--- src/rtl/can_rx_frame_ctrl_if.sv ---
`default_nettype none
// +----------------------------------------------------------------------------+
// | Module      : can_rx_frame_ctrl_if                                         |
// | Description : Bit-sample bus between a CAN bit sampler/destuffer and the   |
// |               receive frame controller.                                    |
// |               master : drives the per-bit strobe, bit value and destuffer  |
// |                        flags, and observes the frame results.              |
// |               slave  : the frame controller.                               |
// |   i_Sample        one-cycle bit sample strobe                              |
// |   i_Rx_Bit        sampled bus bit (0 = dominant)                           |
// |   i_Ignora_Bit    current sample is a stuff bit                            |
// |   i_Eror_Stuffing 6th equal bit seen by the destuffer                      |
// |   o_Destuff_En    stuffed region active (SOF .. last CRC bit)              |
// |   o_Id/o_Rtr/o_Dlc/o_Data  captured frame fields                           |
// |   o_Frame_Valid/o_Form_Error/o_Stuff_Error/o_Crc_Error  one-cycle pulses   |
// |   o_Busy          controller not idle                                      |
// | MAX_BYTES must match the controller's MAX_BYTES (sets o_Data width).       |
// | Revision    : 1.0 - initial release                                        |
// +----------------------------------------------------------------------------+
interface can_rx_frame_ctrl_if #(
  parameter int MAX_BYTES = 8
);
  logic                   i_Sample;
  logic                   i_Rx_Bit;
  logic                   i_Ignora_Bit;
  logic                   i_Eror_Stuffing;
  logic                   o_Destuff_En;
  logic [10:0]            o_Id;
  logic                   o_Rtr;
  logic [3:0]             o_Dlc;
  logic [8*MAX_BYTES-1:0] o_Data;
  logic                   o_Frame_Valid;
  logic                   o_Form_Error;
  logic                   o_Stuff_Error;
  logic                   o_Crc_Error;
  logic                   o_Busy;

  modport master (
    output i_Sample, i_Rx_Bit, i_Ignora_Bit, i_Eror_Stuffing,
    input  o_Destuff_En, o_Id, o_Rtr, o_Dlc, o_Data,
    input  o_Frame_Valid, o_Form_Error, o_Stuff_Error, o_Crc_Error, o_Busy
  );

  modport slave (
    input  i_Sample, i_Rx_Bit, i_Ignora_Bit, i_Eror_Stuffing,
    output o_Destuff_En, o_Id, o_Rtr, o_Dlc, o_Data,
    output o_Frame_Valid, o_Form_Error, o_Stuff_Error, o_Crc_Error, o_Busy
  );
endinterface
`default_nettype wire

--- src/rtl/can_rx_frame_ctrl.sv ---
`default_nettype none
// +----------------------------------------------------------------------------+
// | Module      : can_rx_frame_ctrl                                            |
// | Description : CAN 2.0A (standard ID) receive frame controller. Consumes    |
// |               destuffed bit samples, captures ID/RTR/DLC/data, checks the  |
// |               fixed-form fields and reports frame completion or errors.    |
// | Ports       : i_Clk    system clock, rising edge                           |
// |               i_Rst_n  asynchronous active-low reset                       |
// |               bus      can_rx_frame_ctrl_if.slave (sample strobe, bit,     |
// |                        destuffer flags in; captured fields, pulses out)    |
// | Parameters  : EOF_BITS  recessive bits in EOF and to leave WAIT_IDLE       |
// |               MAX_BYTES max captured data bytes (DLC clamped), <= 15       |
// | Build option: CAN_RX_CRC_CHECK_EN - when defined, CRC-15 is computed and   |
// |               checked; otherwise no CRC logic and o_Crc_Error is 0.        |
// | Revision    : 1.0 - initial release                                        |
// +----------------------------------------------------------------------------+
module can_rx_frame_ctrl #(
  parameter int EOF_BITS  = 7,
  parameter int MAX_BYTES = 8
) (
  input  wire logic           i_Clk,
  input  wire logic           i_Rst_n,
  can_rx_frame_ctrl_if.slave  bus
);

  localparam int         DW       = 8 * MAX_BYTES;
  localparam logic [6:0] EOF_LAST = 7'(EOF_BITS - 1);
  localparam logic [3:0] MAX_LEN  = 4'(MAX_BYTES);

  localparam logic [3:0] S_IDLE      = 4'd0;
  localparam logic [3:0] S_ID        = 4'd1;
  localparam logic [3:0] S_CTRL      = 4'd2;
  localparam logic [3:0] S_DLC       = 4'd3;
  localparam logic [3:0] S_DATA      = 4'd4;
  localparam logic [3:0] S_CRC       = 4'd5;
  localparam logic [3:0] S_CRC_DEL   = 4'd6;
  localparam logic [3:0] S_ACK       = 4'd7;
  localparam logic [3:0] S_ACK_DEL   = 4'd8;
  localparam logic [3:0] S_EOF       = 4'd9;
  localparam logic [3:0] S_WAIT_IDLE = 4'd10;

  logic [3:0]    state_q, state_d;
  logic [6:0]    cnt_q, cnt_d;
  logic          destuff_q, destuff_d;
  logic [10:0]   id_q, id_d;
  logic          rtr_q, rtr_d;
  logic [3:0]    dlc_q, dlc_d;
  logic [DW-1:0] data_q, data_d;
  logic [6:0]    data_bits_q, data_bits_d;
  logic          frame_valid_q, frame_valid_d;
  logic          form_err_q, form_err_d;
  logic          stuff_err_q, stuff_err_d;

  logic          w_bit;
  logic          w_consume;
  logic          w_stuff_err;
  logic          w_crc_bad;
  logic [3:0]    w_dlc_new;
  logic [3:0]    w_len;
  logic [DW-1:0] w_data_bit;

  assign w_bit = bus.i_Rx_Bit;

  // Stuff bits are only discarded inside the stuffed region; outside it every
  // strobed sample is a real bit.
  assign w_consume   = bus.i_Sample & (~bus.i_Ignora_Bit | ~destuff_q);
  assign w_stuff_err = bus.i_Sample & bus.i_Eror_Stuffing & destuff_q;

  // DLC including the bit being consumed, and the clamped byte count.
  assign w_dlc_new = {dlc_q[2:0], w_bit};
  always_comb begin
    w_len = w_dlc_new;
    if (rtr_q) begin
      w_len = 4'd0;
    end else if (w_dlc_new > MAX_LEN) begin
      w_len = MAX_LEN;
    end
  end

  // Data is filled MSB first from the top of the register; bytes past the
  // received length stay at the zero loaded at SOF.
  assign w_data_bit = {w_bit, {(DW-1){1'b0}}} >> cnt_q;

  always_comb begin
    state_d       = state_q;
    cnt_d         = cnt_q;
    destuff_d     = destuff_q;
    id_d          = id_q;
    rtr_d         = rtr_q;
    dlc_d         = dlc_q;
    data_d        = data_q;
    data_bits_d   = data_bits_q;
    frame_valid_d = 1'b0;
    form_err_d    = 1'b0;
    stuff_err_d   = 1'b0;

    if (w_stuff_err) begin
      state_d     = S_WAIT_IDLE;
      cnt_d       = 7'd0;
      destuff_d   = 1'b0;
      stuff_err_d = 1'b1;
    end else if (w_consume) begin
      cnt_d = cnt_q + 7'd1;
      case (state_q)
        S_IDLE: begin
          if (!w_bit) begin
            state_d     = S_ID;
            destuff_d   = 1'b1;
            id_d        = 11'd0;
            rtr_d       = 1'b0;
            dlc_d       = 4'd0;
            data_d      = '0;
            data_bits_d = 7'd0;
          end
        end
        S_ID: begin
          id_d = {id_q[9:0], w_bit};
          if (cnt_q == 7'd10) state_d = S_CTRL;
        end
        S_CTRL: begin
          if (cnt_q == 7'd0) begin
            rtr_d = w_bit;
          end else if (cnt_q == 7'd1) begin
            // Extended frames are not supported: IDE must be dominant.
            if (w_bit) begin
              form_err_d = 1'b1;
              state_d    = S_WAIT_IDLE;
              destuff_d  = 1'b0;
            end
          end else begin
            state_d = S_DLC;
          end
        end
        S_DLC: begin
          dlc_d = w_dlc_new;
          if (cnt_q == 7'd3) begin
            data_bits_d = {w_len, 3'b000};
            state_d     = (w_len == 4'd0) ? S_CRC : S_DATA;
          end
        end
        S_DATA: begin
          data_d = data_q | w_data_bit;
          if (cnt_q == data_bits_q - 7'd1) state_d = S_CRC;
        end
        S_CRC: begin
          if (cnt_q == 7'd14) begin
            state_d   = S_CRC_DEL;
            destuff_d = 1'b0;
          end
        end
        S_CRC_DEL: begin
          if (!w_bit) begin
            form_err_d = 1'b1;
            state_d    = S_WAIT_IDLE;
          end else begin
            state_d = S_ACK;
          end
        end
        S_ACK: begin
          state_d = S_ACK_DEL;
        end
        S_ACK_DEL: begin
          if (!w_bit) begin
            form_err_d = 1'b1;
            state_d    = S_WAIT_IDLE;
          end else begin
            state_d = S_EOF;
          end
        end
        S_EOF: begin
          if (!w_bit) begin
            form_err_d = 1'b1;
            state_d    = S_WAIT_IDLE;
          end else if (cnt_q == EOF_LAST) begin
            state_d       = S_IDLE;
            frame_valid_d = ~w_crc_bad;
          end
        end
        S_WAIT_IDLE: begin
          if (!w_bit) begin
            cnt_d = 7'd0;
          end else if (cnt_q == EOF_LAST) begin
            state_d = S_IDLE;
          end
        end
        default: begin
          state_d   = S_IDLE;
          destuff_d = 1'b0;
        end
      endcase
      if (state_d != state_q) cnt_d = 7'd0;
    end
  end

  always_ff @(posedge i_Clk or negedge i_Rst_n) begin
    if (!i_Rst_n) begin
      state_q       <= S_IDLE;
      cnt_q         <= 7'd0;
      destuff_q     <= 1'b0;
      id_q          <= 11'd0;
      rtr_q         <= 1'b0;
      dlc_q         <= 4'd0;
      data_q        <= '0;
      data_bits_q   <= 7'd0;
      frame_valid_q <= 1'b0;
      form_err_q    <= 1'b0;
      stuff_err_q   <= 1'b0;
    end else begin
      state_q       <= state_d;
      cnt_q         <= cnt_d;
      destuff_q     <= destuff_d;
      id_q          <= id_d;
      rtr_q         <= rtr_d;
      dlc_q         <= dlc_d;
      data_q        <= data_d;
      data_bits_q   <= data_bits_d;
      frame_valid_q <= frame_valid_d;
      form_err_q    <= form_err_d;
      stuff_err_q   <= stuff_err_d;
    end
  end

`ifdef CAN_RX_CRC_CHECK_EN
  logic [14:0] crc_q, crc_d;
  logic [14:0] rx_crc_q, rx_crc_d;
  logic        crc_bad_q, crc_bad_d;
  logic        crc_err_q, crc_err_d;
  logic        w_crc_nxt;

  assign w_crc_nxt = w_bit ^ crc_q[14];

  // CRC-15 covers SOF through the last data bit. SOF is dominant and the
  // register starts at zero, so clearing at SOF is the same as shifting it in.
  always_comb begin
    crc_d     = crc_q;
    rx_crc_d  = rx_crc_q;
    crc_bad_d = crc_bad_q;
    crc_err_d = 1'b0;
    if (w_consume && !w_stuff_err) begin
      case (state_q)
        S_IDLE: begin
          if (!w_bit) begin
            crc_d     = 15'd0;
            rx_crc_d  = 15'd0;
            crc_bad_d = 1'b0;
          end
        end
        S_ID, S_CTRL, S_DLC, S_DATA: begin
          crc_d = {crc_q[13:0], 1'b0} ^ (w_crc_nxt ? 15'h4599 : 15'h0000);
        end
        S_CRC: begin
          rx_crc_d = {rx_crc_q[13:0], w_bit};
        end
        S_CRC_DEL: begin
          if (rx_crc_q != crc_q) begin
            crc_err_d = 1'b1;
            crc_bad_d = 1'b1;
          end
        end
        default: begin
        end
      endcase
    end
  end

  always_ff @(posedge i_Clk or negedge i_Rst_n) begin
    if (!i_Rst_n) begin
      crc_q     <= 15'd0;
      rx_crc_q  <= 15'd0;
      crc_bad_q <= 1'b0;
      crc_err_q <= 1'b0;
    end else begin
      crc_q     <= crc_d;
      rx_crc_q  <= rx_crc_d;
      crc_bad_q <= crc_bad_d;
      crc_err_q <= crc_err_d;
    end
  end

  assign w_crc_bad       = crc_bad_q;
  assign bus.o_Crc_Error = crc_err_q;
`else
  assign w_crc_bad       = 1'b0;
  assign bus.o_Crc_Error = 1'b0;
`endif

  assign bus.o_Destuff_En  = destuff_q;
  assign bus.o_Id          = id_q;
  assign bus.o_Rtr         = rtr_q;
  assign bus.o_Dlc         = dlc_q;
  assign bus.o_Data        = data_q;
  assign bus.o_Frame_Valid = frame_valid_q;
  assign bus.o_Form_Error  = form_err_q;
  assign bus.o_Stuff_Error = stuff_err_q;
  assign bus.o_Busy        = (state_q != S_IDLE);

endmodule
`default_nettype wire

--- src/flat_wrapper.sv ---
// flat-port wrapper written by rule: the top's interface ports become plain ports
module can_rx_frame_ctrl_flat 
#(
  parameter int EOF_BITS  = 7,
  parameter int MAX_BYTES = 8
)
  (i_Clk, i_Rst_n, bus_i_Sample, bus_i_Rx_Bit, bus_i_Ignora_Bit, bus_i_Eror_Stuffing, bus_o_Destuff_En, bus_o_Id, bus_o_Rtr, bus_o_Dlc, bus_o_Data, bus_o_Frame_Valid, bus_o_Form_Error, bus_o_Stuff_Error, bus_o_Crc_Error, bus_o_Busy);
  can_rx_frame_ctrl_if #(.MAX_BYTES(MAX_BYTES)) bus_i ();
  input  wire logic i_Clk;
  input  wire logic i_Rst_n;
  input wire logic [$bits(bus_i.i_Sample)-1:0] bus_i_Sample;
  input wire logic [$bits(bus_i.i_Rx_Bit)-1:0] bus_i_Rx_Bit;
  input wire logic [$bits(bus_i.i_Ignora_Bit)-1:0] bus_i_Ignora_Bit;
  input wire logic [$bits(bus_i.i_Eror_Stuffing)-1:0] bus_i_Eror_Stuffing;
  output wire logic [$bits(bus_i.o_Destuff_En)-1:0] bus_o_Destuff_En;
  output wire logic [$bits(bus_i.o_Id)-1:0] bus_o_Id;
  output wire logic [$bits(bus_i.o_Rtr)-1:0] bus_o_Rtr;
  output wire logic [$bits(bus_i.o_Dlc)-1:0] bus_o_Dlc;
  output wire logic [$bits(bus_i.o_Data)-1:0] bus_o_Data;
  output wire logic [$bits(bus_i.o_Frame_Valid)-1:0] bus_o_Frame_Valid;
  output wire logic [$bits(bus_i.o_Form_Error)-1:0] bus_o_Form_Error;
  output wire logic [$bits(bus_i.o_Stuff_Error)-1:0] bus_o_Stuff_Error;
  output wire logic [$bits(bus_i.o_Crc_Error)-1:0] bus_o_Crc_Error;
  output wire logic [$bits(bus_i.o_Busy)-1:0] bus_o_Busy;
  assign bus_i.i_Sample = bus_i_Sample;
  assign bus_i.i_Rx_Bit = bus_i_Rx_Bit;
  assign bus_i.i_Ignora_Bit = bus_i_Ignora_Bit;
  assign bus_i.i_Eror_Stuffing = bus_i_Eror_Stuffing;
  assign bus_o_Destuff_En = bus_i.o_Destuff_En;
  assign bus_o_Id = bus_i.o_Id;
  assign bus_o_Rtr = bus_i.o_Rtr;
  assign bus_o_Dlc = bus_i.o_Dlc;
  assign bus_o_Data = bus_i.o_Data;
  assign bus_o_Frame_Valid = bus_i.o_Frame_Valid;
  assign bus_o_Form_Error = bus_i.o_Form_Error;
  assign bus_o_Stuff_Error = bus_i.o_Stuff_Error;
  assign bus_o_Crc_Error = bus_i.o_Crc_Error;
  assign bus_o_Busy = bus_i.o_Busy;
  can_rx_frame_ctrl #(.EOF_BITS(EOF_BITS), .MAX_BYTES(MAX_BYTES)) u_core (.i_Clk(i_Clk), .i_Rst_n(i_Rst_n), .bus(bus_i));
endmodule
--- config.mk ---
export PLATFORM = sky130hd
export DESIGN_NAME = can_rx_frame_ctrl_flat
export DESIGN_NICKNAME = d
export VERILOG_FILES = /design/src/rtl/can_rx_frame_ctrl_if.sv /design/src/rtl/can_rx_frame_ctrl.sv /design/src/flat_wrapper.sv
export SDC_FILE = /design/constraint.sdc
export NUM_CORES = 1
export LEC_CHECK = 0
export BUFFER_PORTS_ARGS = -buffer_cell sky130_fd_sc_hd__buf_2
export CAP_MARGIN = 10
export CORE_UTILIZATION = 49
export DETAILED_ROUTE_END_ITERATION = 10
export GPL_TIMING_DRIVEN = 0
export MAX_ROUTING_LAYER = met4
export PLACE_DENSITY = 0.69
export SYNTH_ARGS = -nofsm -noshare
export SYNTH_HDL_FRONTEND = slang
export SYNTH_SLANG_ARGS = --single-unit
--- constraint.sdc ---
create_clock -name i_Clk -period 3.7 [get_ports i_Clk]
set_input_delay 0.555 -clock i_Clk [delete_from_list [all_inputs] [get_ports i_Clk]]
set_output_delay 0.555 -clock i_Clk [all_outputs]
set_load 0.02 [all_outputs]
==> metrics.md <==
| Metric | Value |
|---|---|
| Status | `complete, no violations` |
| H-tree levels | `3` |
| Avg Cell Area, Syn | `9.413 um^2` |
| Drt pass-1 iters | `5` |
| Mapped Area | `0.004659 mm^2` |
| Antenna Nets Post-Route | `0` |
| Final cell count without fillers | `730` |
| Compound-Gate Fraction of Synth Area | `17.45%` |
| Crit. End Element | `flip-flop` |
| Fin. Hold Viols | `0` |
| RSZ-0062 raised after global routing | `no` |
| Largest family of logic cells by synthesized area | `simple AND/OR/NAND/NOR gates` |
| Cells after synthesis | `495` |
| Hold crit path type | `in -> async` |
| Worst skew pair latency | `0.35 ns` |
| Placement Cell Area | `around 0.0053 mm^2` |
| GR Overflow Total | `0` |
| Core area | `0.009240 mm^2` |
| DRT iter0 DRCs | `about 160` |
| CTS tree | `yes` |
| Max FO, Critical Path | `10` |
| Fraction of layout cells with a size suffix above 1 | `25.29%` |
| Global placer's final weighted congestion | `between 0.9 and 1` |
| Vias in the first global route | `about 3,800` |
| Worst-path clk slew | `0.10 ns` |
| Distinct cell type count after synthesis | `63` |
| Crit-path max cell delay | `0.50 ns` |
| Finished Cell Area | `0.005483 mm^2` |
| Xor/xnor share of the synthesized area | `1.504%` |
| EDFF count, synth | `0` |
| Row cnt | `35` |
| Vias | `4,063` |
| Slew Limit Fails | `0` |
| Die Ht | `between 90 and 100 um` |
| Max_slew headroom | `55.40%` |
| Root Buffer | `clkbuf_8` |
| Nets | `608` |
| Power per cell area | `556.7 mW/mm^2` |
| Max-cap viol count | `0` |
| YS warnings | `0` |
| #FFs+latches synth | `99` |
| Max stage delay cell, worst path | `a2111oi_1` |
| P&R area growth vs syn | `17.67%` |
| Mux cell area share after synthesis | `0.5371%` |
| Period utilisation layout | `77.44%` |
| Wire per inst | `approximately 17 um` |
| Cell total after placement | `around 720` |
| WP data required | `3.94 ns` |
| Final setup viols | `0` |
| Data arrival, critical path | `3.10 ns` |
| Die W | `99.52 um` |
| Asr flop ratio synth | `100.0%` |
| Largest net degree at the start of global routing | `69` |
| Vias per Instance | `5.566` |
| Clk sink count | `99` |
| Max clock buf depth | `2` |
| Post-Route Skew | `0.01476 ns` |
| Finished Core Util | `59.34%` |
| Hold bufs inserted after CTS | `0` |
| Main synth FF type | `dfrtp_1` |
| Post-cts sizing count | `0` |
| Die area | `0.009903 mm^2` |
| GR Util All Layers | `a little over a quarter` |
| Worst Setup Start Kind | `flip-flop` |
| Worst slew pin tran | `0.6628 ns` |
| PnR Total Power | `0.003052 W` |
| FMAX | `0.3490 GHz` |
| DP Wirelength | `8641 um` |
| Total negative slack | `0 ns` |
| Peak supply drop | `0.2208 mV` |
| CTS Buf Count | `9` |
| First-pass GRT wire length | `~20,000 um` |
| Worst setup path category | `reg -> reg` |
| Seq/Total Area, Yosys | `53.17%` |
| Initial Util | `50.43%` |
| DRT Wirelength | `12,120 um` |
| Initial antenna violation count | `0` |
| ANT cells | `0` |
| Setup repair bufs after CTS | `0` |
| Post-Syn Nets | `506` |
| Post-Synth Simple-Gate Area | `between 20% and 30%` |
| Crit path time final | `2.865 ns` |
| Critical-path cell list | `clkbuf_1, inv_1, ha_1, nor3b_1, a31oi_1, a2111oi_1, mux2i_1, nor2_1` |
| Synth Area in Adders | `1.343%` |
| Buffers on Ports | `90` |
| IO Pins | `92` |
| Leak pwr | `2.840 nW` |
| Number of remaining DRC errors | `0` |
==> placed cells by master, fill, tap and decap left out, types with 3 or more instances in the layout <==
| cell | instances |
|---|---|
| dfrtp_1 | 99 |
| or3_1 | 4 |
| a31oi_1 | 3 |
| buf_2 | 110 |
| ha_1 | 5 |
| xnor2_1 | 6 |
| o21ai_2 | 3 |
| o31ai_1 | 3 |
| a22o_1 | 7 |
| a21o_1 | 4 |
| clkbuf_8 | 9 |
| nor4_1 | 3 |
| clkbuf_1 | 8 |
| nor2_1 | 93 |
| inv_1 | 20 |
| nor3_2 | 3 |
| nand2b_1 | 4 |
| o21ai_0 | 22 |
| nand2_1 | 18 |
| a21oi_1 | 72 |
| nand3_1 | 24 |
| nor3_1 | 12 |
| a211oi_1 | 5 |
| clkinv_4 | 3 |
==> layout make-up <==
| class | count | area, um^2 |
|---|---|---|
| Tap cell | 129 | 161.4 |
| Clock inverter | 6 | 57.56 |
| Buffer | 34 | 172.7 |
| Timing Repair Buffer | 91 | 480.5 |
| Inverter | 22 | 82.58 |
| Sequential cell | 99 | 2477 |
| Fill cell | 837 | 3757 |
| Clock buffer | 9 | 123.9 |
| Multi-Input combinational cell | 340 | 1927 |
==> through the flow <==
step / worst slack (ns) / hold WS, ns
final: 0.8347 / 0.1311
after global routing: 0.7618 / 0.1439
after floorplan: 1.451 / 0.2594
after global placement: 0.9207 / 0.4736
after detailed placement: 0.9001 / 0.4814
after CTS: 0.8396 / 0.1374
==> power by group <==
group	leakage, nW	internal (W)	total [W]	switching, W
logic	1.39	0.000365	0.00108	0.000718
clock network	0.0937	0.000257	0.000658	0.000401
registers	1.35	0.00120	0.00131	0.000108
==> logic make-up (layout without fill, tap and decap cells) <==
logic type               count (synthesis)  in the layout
multiplexers                             2              2
flip-flops                              99             99
AO/OA/AOI/OAI                          136            136
AND/OR/NAND/NOR                        188            188
other                                    1              1
adder cells (fa/ha/maj)                  5              5
XOR/XNOR                                 8              8
buffers and inverters                   56            162
==> layer usage <==
layer	vias to the layer above	GRT usage [%]	wire length (um)
li1	1908	-	-
met1	2008	34.93	5526
met2	129	41.45	5860
met3	18	3.514	522
met4	0	9.276	209
met5	-	-	0
==> Yosys cell counts (2+ instances only) <==
| master | count | area, um^2 |
|---|---|---|
| a211oi_1 | 5 | 37.54 |
| a21o_1 | 4 | 30.03 |
| a21oi_1 | 72 | 360.4 |
| a22o_1 | 7 | 61.31 |
| a31oi_1 | 3 | 18.77 |
| and2_1 | 2 | 12.51 |
| and3_1 | 2 | 12.51 |
| buf_1 | 2 | 7.510 |
| buf_2 | 21 | 105.1 |
| buf_6 | 2 | 22.52 |
| clkbuf_1 | 8 | 30.03 |
| dfrtp_1 | 99 | 2477 |
| ha_1 | 5 | 62.56 |
| inv_1 | 20 | 75.07 |
| inv_2 | 2 | 7.510 |
| nand2_1 | 18 | 67.56 |
| nand2b_1 | 4 | 25.02 |
| nand3_1 | 24 | 120.1 |
| nand3b_1 | 2 | 15.01 |
| nand4_1 | 2 | 12.51 |
| nand4b_1 | 2 | 17.52 |
| nor2_1 | 93 | 349.1 |
| nor3_1 | 12 | 60.06 |
| nor3_2 | 3 | 30.03 |
| nor3b_1 | 2 | 15.01 |
| nor3b_4 | 2 | 37.54 |
| nor4_1 | 3 | 18.77 |
| nor4_2 | 2 | 25.02 |
| nor4b_1 | 2 | 17.52 |
| o211ai_1 | 2 | 15.01 |
| o21ai_0 | 22 | 110.1 |
| o21ai_1 | 2 | 10.01 |
| o21ai_2 | 3 | 26.28 |
| o31ai_1 | 3 | 22.52 |
| or3_1 | 4 | 25.02 |
| xnor2_1 | 6 | 52.55 |
| xor2_1 | 2 | 17.52 |
==> critical path: cells and delay by family (launching register included) <==
family / cells / cell delay [ns]
compound gates: 2 / 0.72
simple gates: 2 / 0.54
buf+inv: 2 / 0.51
flops: 1 / 0.43
fa+ha+maj: 1 / 0.27
mux: 1 / 0.26
==> final timing paths <==
check                                            startpoint                                   to  slack (ns)  cells past startpoint
max reg2reg                     u_core.cnt_q[1]$_DFFE_PN0P_  u_core.bus.o_Destuff_En$_DFFE_PN0P_        0.83                      8
max in group asynchronous                           i_Rst_n     u_core.bus.o_Data[6]$_DFFE_PN0P_        2.91                      2
min reg2reg                u_core.bus.o_Data[8]$_DFFE_PN0P_     u_core.bus.o_Data[8]$_DFFE_PN0P_        0.50                      2
min in group i_Clk                      bus_i_Eror_Stuffing   u_core.bus.o_Stuff_Error$_DFF_PN0_        0.49                      2
max                             u_core.cnt_q[1]$_DFFE_PN0P_  u_core.bus.o_Destuff_En$_DFFE_PN0P_        0.83                      8
min                                                 i_Rst_n        u_core.state_q[3]$_DFFE_PN0P_        0.13                      1
==> registers in the layout, indices dropped and copies added (netlist names) <==
| signal | flops |
|---|---|
| u_core.data_bits_q | 4 |
| u_core.cnt_q | 7 |
| u_core.bus.o_Destuff_En | 1 |
| u_core.bus.o_Form_Error | 1 |
| u_core.bus.o_Stuff_Error | 1 |
| u_core.bus.o_Rtr | 1 |
| u_core.bus.o_Frame_Valid | 1 |
| u_core.state_q | 4 |
| u_core.bus.o_Data | 64 |
| u_core.bus.o_Dlc | 4 |
| u_core.bus.o_Id | 11 |
Power figures use the tool's default switching activity.
